File: config.mk
export PLATFORM = sky130hd
export DESIGN_NAME = sample_merge
export DESIGN_NICKNAME = d
export VERILOG_FILES = /design/src/rtl/fm_demod_pkg.sv /design/src/rtl/sample_merge.sv
export SDC_FILE = /design/constraint.sdc
export NUM_CORES = 1
export LEC_CHECK = 0
export BUFFER_PORTS_ARGS = -buffer_cell sky130_fd_sc_hd__buf_4
export CAP_MARGIN = 20
export CORE_UTILIZATION = 49
export DETAILED_ROUTE_END_ITERATION = 16
export PLACE_DENSITY = 0.86
export SLEW_MARGIN = 20
export SYNTH_ARGS = -nofsm -noshare
export SYNTH_HDL_FRONTEND = slang
export SYNTH_SLANG_ARGS = --single-unit
File: constraint.sdc
create_clock -name clk -period 1.62 [get_ports clk]
set_input_delay 0.081 -clock clk [delete_from_list [all_inputs] [get_ports clk]]
set_output_delay 0.081 -clock clk [all_outputs]
set_load 0.005 [all_outputs]
File: src/rtl/fm_demod_pkg.sv
`default_nettype none
// ============================================================================
// Module      : fm_demod_pkg
// Description : Shared definitions for the FM demodulator front end:
//               byte-merge state encoding, sample width and the log2 size
//               of the 128-sample averaging window.
// Revision    : 1.0 - initial release
// ============================================================================
package fm_demod_pkg;

    // Width of one assembled demodulator sample (two bytes).
    localparam int SAMPLE_W    = 16;

    // Width of one byte from the front end.
    localparam int BYTE_W      = 8;

    // log2 of the averaging window; the sample index wraps on this.
    localparam int WINDOW_LOG2 = 7;

    // Byte-merge controller states.
    typedef enum logic [1:0] {
        ST_IDLE        = 2'd0,
        ST_WAIT_FIRST  = 2'd1,
        ST_WAIT_SECOND = 2'd2
    } merge_state_e;

endpackage : fm_demod_pkg
`default_nettype wire

File: src/rtl/sample_merge.sv
`default_nettype none
// ============================================================================
// Module      : sample_merge
// Description : Assembles pairs of bytes from the byte-wide front end into
//               one signed 16-bit sample, presents it with a one-cycle
//               merge_finished_o strobe and tracks a mod-128 sample index
//               aligned to the averaging window.
//
// Ports       : clk              - system clock
//               rst              - synchronous active-high reset
//               start_i          - enable; low idles and drops partial byte
//               byte_valid_i     - byte_i qualifier (no backpressure)
//               byte_i[7:0]      - input byte
//               data_o[WIDTH-1:0]- last assembled sample, held between strobes
//               merge_finished_o - one-cycle pulse marking a new data_o
//               sample_cnt_o[6:0]- index of the sample on data_o, mod 128
//               err_o            - sticky timeout flag
//
// Options     : MERGE_TIMEOUT_EN - when defined, a partial sample is dropped
//               and err_o set if TIMEOUT cycles pass in WAIT_SECOND without a
//               byte. When undefined, WAIT_SECOND waits forever and err_o=0.
//
// Revision    : 1.0 - initial release
// ============================================================================
module sample_merge
    import fm_demod_pkg::*;
#(
    parameter int WIDTH     = 16,
    parameter int LSB_FIRST = 1,
    parameter int TIMEOUT   = 255
) (
    input  wire logic                   clk,
    input  wire logic                   rst,
    input  wire logic                   start_i,
    input  wire logic                   byte_valid_i,
    input  wire logic [BYTE_W-1:0]      byte_i,
    output logic      [WIDTH-1:0]       data_o,
    output logic                        merge_finished_o,
    output logic      [WINDOW_LOG2-1:0] sample_cnt_o,
    output logic                        err_o
);

    // ------------------------------------------------------------------------
    // Elaboration checks
    // ------------------------------------------------------------------------
    if (WIDTH != SAMPLE_W) begin : g_bad_width
        $error("sample_merge: WIDTH must be %0d", SAMPLE_W);
    end

    if (TIMEOUT < 1) begin : g_bad_timeout
        $error("sample_merge: TIMEOUT must be at least 1");
    end

    // ------------------------------------------------------------------------
    // State and datapath registers
    // ------------------------------------------------------------------------
    merge_state_e               state_q,  state_d;
    logic [BYTE_W-1:0]          hold_q,   hold_d;
    logic [WIDTH-1:0]           data_q,   data_d;
    logic                       strobe_q, strobe_d;
    logic [WINDOW_LOG2-1:0]     cnt_q,    cnt_d;

    // Sample formed from the held first byte and the current byte.
    logic [WIDTH-1:0]           w_sample;

    assign w_sample = (LSB_FIRST != 0) ? {byte_i, hold_q} : {hold_q, byte_i};

`ifdef MERGE_TIMEOUT_EN
    // Counter is at least 8 bits, wider only if TIMEOUT needs it.
    localparam int C_TO_W = ($clog2(TIMEOUT + 1) > 8) ? $clog2(TIMEOUT + 1) : 8;
    // Timeout fires on the idle cycle that would make the count reach TIMEOUT.
    localparam logic [C_TO_W-1:0] C_TO_LAST = C_TO_W'(TIMEOUT - 1);

    logic [C_TO_W-1:0]          to_cnt_q, to_cnt_d;
    logic                       err_q,    err_d;
`endif

    // ------------------------------------------------------------------------
    // Next-state and datapath logic
    // ------------------------------------------------------------------------
    always_comb begin
        state_d  = state_q;
        hold_d   = hold_q;
        data_d   = data_q;
        strobe_d = 1'b0;
        cnt_d    = cnt_q;
`ifdef MERGE_TIMEOUT_EN
        to_cnt_d = to_cnt_q;
        err_d    = err_q;
`endif

        if (!start_i) begin
            // Disable wins over everything, including a second byte arriving
            // this cycle: the partial sample is dropped, outputs are held.
            state_d  = ST_IDLE;
            hold_d   = '0;
`ifdef MERGE_TIMEOUT_EN
            to_cnt_d = '0;
            err_d    = 1'b0;
`endif
        end else begin
            unique case (state_q)
                ST_IDLE: begin
                    // Bytes are never taken on the enabling cycle.
                    state_d = ST_WAIT_FIRST;
                end

                ST_WAIT_FIRST: begin
                    if (byte_valid_i) begin
                        hold_d  = byte_i;
                        state_d = ST_WAIT_SECOND;
`ifdef MERGE_TIMEOUT_EN
                        to_cnt_d = '0;
`endif
                    end
                end

                ST_WAIT_SECOND: begin
                    if (byte_valid_i) begin
                        data_d   = w_sample;
                        strobe_d = 1'b1;
                        cnt_d    = cnt_q + WINDOW_LOG2'(1);
                        state_d  = ST_WAIT_FIRST;
`ifdef MERGE_TIMEOUT_EN
                        to_cnt_d = '0;
`endif
                    end
`ifdef MERGE_TIMEOUT_EN
                    else if (to_cnt_q == C_TO_LAST) begin
                        hold_d   = '0;
                        err_d    = 1'b1;
                        to_cnt_d = '0;
                        state_d  = ST_WAIT_FIRST;
                    end else begin
                        to_cnt_d = to_cnt_q + C_TO_W'(1);
                    end
`endif
                end

                default: begin
                    state_d = ST_IDLE;
                end
            endcase
        end
    end

    // ------------------------------------------------------------------------
    // Registers
    // ------------------------------------------------------------------------
    always_ff @(posedge clk) begin
        if (rst) begin
            state_q  <= ST_IDLE;
            hold_q   <= '0;
            data_q   <= '0;
            strobe_q <= 1'b0;
            cnt_q    <= '0;
        end else begin
            state_q  <= state_d;
            hold_q   <= hold_d;
            data_q   <= data_d;
            strobe_q <= strobe_d;
            cnt_q    <= cnt_d;
        end
    end

`ifdef MERGE_TIMEOUT_EN
    always_ff @(posedge clk) begin
        if (rst) begin
            to_cnt_q <= '0;
            err_q    <= 1'b0;
        end else begin
            to_cnt_q <= to_cnt_d;
            err_q    <= err_d;
        end
    end

    assign err_o = err_q;
`else
    assign err_o = 1'b0;
`endif

    assign data_o           = data_q;
    assign merge_finished_o = strobe_q;
    assign sample_cnt_o     = cnt_q;

endmodule : sample_merge
`default_nettype wire

Word level (Yosys, flattened, before mapping)
Cells that the tools add are included.

Bits in registers: 34. Input bits: 12. Output and inout port bits: 25. Word-level logic and storage cells: 22.

Add/subtract/negate cells: 1. Eq/ne operators: 4. Muxes and demuxes: 4. Bitwise gates (word level): 2. Reduce and logical (&&, ||, !) cells: 6.

Operators with widths (count): $add A7 B1 Y7 const B (1); $pmux W2 S3 (1); $mux W2 (2); $ne A2 B2 Y1 const B (2); $reduce_and A2 Y1 (2); $reduce_and A3 Y1 (1); $reduce_or A3 Y1 (1); $eq A2 B1 Y1 const B (1); $eq A2 B2 Y1 const B (1); $logic_not A2 Y1 (1); $not A1 Y1 (2); $reduce_or A2 Y1 (1); $mux W1 (1).

Logic depth before layout (Yosys ltp)
Depth after elaboration: 3. Depth in mapped cells: 5. Depth with buffers taken out: 4.

Worst setup path before layout
No wires, ideal clock.

Path kind: register to register. From: register cnt_q[0], in the netlist sample_cnt_o[0]. To: register cnt_q[6], in the netlist sample_cnt_o[6]. Setup time: 0.070 ns. Arrival time: 1.192 ns. Data required time: 1.550 ns. Slack: 0.358 ns. Cell stages (with the launch flop): 5. Buffers on the path: 0. Period minus slack after synthesis: 1.262 ns. Cells stage by stage: dfxtp_1 -> ha_1 -> nand3_1 -> or4_1 -> a21oi_1.

Longest elaborated chain between the ends: 1.

Ends and longest elaborated chain: start, declared (line sample_merge.sv:61) `logic [WINDOW_LOG2-1:0] cnt_q, cnt_d;`; start signal, assigned (line sample_merge.sv:162) `cnt_q <= cnt_d;`; $add A7 B1 Y7 (line sample_merge.sv:122) `cnt_d = cnt_q + WINDOW_LOG2'(1);`.

No other way between the ends. A chain may end at the register's enable or synchronous reset.

Worst setup path in the final report
From: register state_q[1]. To: register hold_q[2].

Longest elaborated chain between the ends: 2.

Ends and longest elaborated chain: start, declared (line sample_merge.sv:57) `merge_state_e state_q, state_d;`; start signal, assigned (line sample_merge.sv:158) `state_q <= state_d;`; $eq A2 B1 Y1 (line sample_merge.sv:102) `unique case (state_q)`; $reduce_and A2 Y1 (no source line); end signal, assigned (line sample_merge.sv:159) `hold_q <= hold_d;`; end, declared (line sample_merge.sv:58) `logic [BYTE_W-1:0] hold_q, hold_d;`.

No other way between the ends.

==> run metrics <==
Max-Cap Viols 0; Total GRT Usage 0.231; EDFF count, synth 0; Post-CTS Setup Repair Bufs 0; Initial DRT Pass Iterations 4; Worst-Skew Late Latency 340 ps; ys async rst share 0; chip height 52.9 um; sequential cell area 681 um^2; WP data required 1840 ps; Lkg Pwr 0.721 nW; Syn-to-layout area delta 32.0%; cells after synthesis 146; top cells by area, synth dfxtp_1 (54%), nand2_1 (11%), a21oi_1 (9.1%), mux2i_1 (6.3%), nor2_1 (3.2%); WL per Instance 13.2 um; Num CTS Buffers 5; Initial Utilization 0.518; num rows 18; fin cells 218; Synth top area share 0.535; Worst Setup End Kind flop; most common cell in the netlist nand2_1; final core utilization 0.683; actual slew at the worst max-slew pin 567 ps; # IOs 37; Antenna diodes 0; clk buf depth 2; syn avg cell area 8.71 um^2; routability cong. 0.749; clock sinks 34; Final Hold Fails 0; die area 2800 um^2; fmax 0.718 GHz; wl on met1 1.20 mm; DR vias/cell 5.31; ANT nets after route 0; CTS tree done; Max-slew headroom 0.621; vias in the first global route 1,073; area of the multi-input gates 542 um^2; run status finished, final reports clean; H-tree levels 2; Core ar. 2450 um^2; power density cells 822 nW/um^2; Met3 Wirelength 162 um; vias post-DR 1,158; Hold Crit Class in -> reg; post-route clock skew 8.54 ps; Primary FF master, synth dfxtp_1; CP startpoint kind flop; Top Metal Used met4; Max Slew Vio Count 0; crit path time final 1390 ps; Setup Crit Path Kind reg -> reg; first-pass GRT wire length 4.57 mm; RSZ-0062 raised after global routing no; layout cells sized above 1 0.245; initial DRC count 22; Final Net Count 202; WL final 2.87 mm; synthesized area 1270 um^2; post-synth top area cell dfxtp_1; Post-Syn Nets 159; setup TNS 0 ps; grt total ovfl 0; dpl hpwl 1.97 mm; initial antenna violation count 0; final setup violating endpoints 0; Period Utilization, post-route 0.860; # placed instances 205; crit path DAT 1610 ps; peak supply drop 0.630 mV; crit path max fanout 9; largest net degree at the start of global routing 26; WL met2 1.48 mm; yosys warns 0; DRC errors left 0; PortBufs 35; most instantiated cells after synthesis nand2_1 (36), dfxtp_1 (34), a21oi_1 (23); Layout fillers 198; sequential-to-total area share from yosys stat 0.535; Root Buffer Master clkbuf_4; Resize count post-CTS 0; Die X 52.9 um; #FFs+latches synth 34; clock transition at the registers of the reported paths 90 ps; Synth cell types 23
-- placed cells by master, fill, tap and decap left out, drive strengths merged, types with 2 or more instances in the layout --
| cell type | Yosys | layout |
|---|---|---|
| o31ai | 2 | 2 |
| or3 | 3 | 3 |
| nor2 | 11 | 11 |
| mux2i | 8 | 8 |
| or4 | 2 | 2 |
| a21oi | 23 | 23 |
| dlygate4sd3 | 0 | 7 |
| buf | 4 | 39 |
| dfxtp | 34 | 34 |
| nand2 | 36 | 36 |
| clkbuf | 6 | 6 |
| nand3 | 4 | 4 |
| o21ai | 3 | 3 |
-- area by class of cell --
type	count	area share
sequential	34	0.406
clock buffer	6	0.0306
multi-input combinational	101	0.323
inverter	1	0.00224
timing repair buffer	46	0.216
tap	30	0.0224
-- state kept, by name, summed over array words and instances, names as in the netlist --
name              flops
data_o               16
hold_q                8
merge_finished_o      1
sample_cnt_o          7
state_q               2
-- path summary, 6_finish.rpt --
check / startpoint / to / slack (ps) / depth (start not counted)
worst max-delay path: state_q[1] / hold_q[2] / 230 / 3
worst max register to register: state_q[1] / hold_q[2] / 230 / 3
worst min register to register: data_o[4] / data_o[4] / 460 / 2
worst min-delay path: byte_i[2] / data_o[10] / 7 / 3
-- cells by family after synthesis --
logic type,synth area share
flops,0.535
mux,0.0630
compound gates,0.120
buf+inv,0.0384
xor+xnor,0.00689
fa+ha+maj,0.00984
other cells,0.00295
simple gates,0.223
-- worst max-delay path, cell delays in order (launching register included) --
cell and delay (ps):
dfxtp_1 370, nand3b_1 510, mux2i_1 340, nor2_1 60
-- where the power goes --
group	internal, mW	leakage [nW]	switching [mW]
registers	0.841	0.274	0.00485
clock network	0.195	0.0302	0.259
logic	0.0415	0.417	0.0381
-- per-stage QoR --
step	instance area (um^2)	total power [mW]	hold WS, ps	worst slack, ps
after floorplan	1270	0.897	182	358
after global placement	1560	0.926	322	305
after detailed placement	1560	0.929	336	258
after CTS	1670	1.38	1.57	245
after global routing	1680	1.43	10.9	148
final	1680	1.38	6.73	227
-- metal layers --
layer / global-route usage / vias up
li1: - / 570
met2: 0.395 / 30
met5: 0 / -
met4: 0.0921 / 0
met3: 0.0891 / 3
met1: 0.255 / 555
-- repair_timing --
item	CTS	global route
endpoints found under the hold margin	10	1
endpoints found under the setup margin	0	0
hold buffers	6	1
Power figures use the tool's default switching activity.
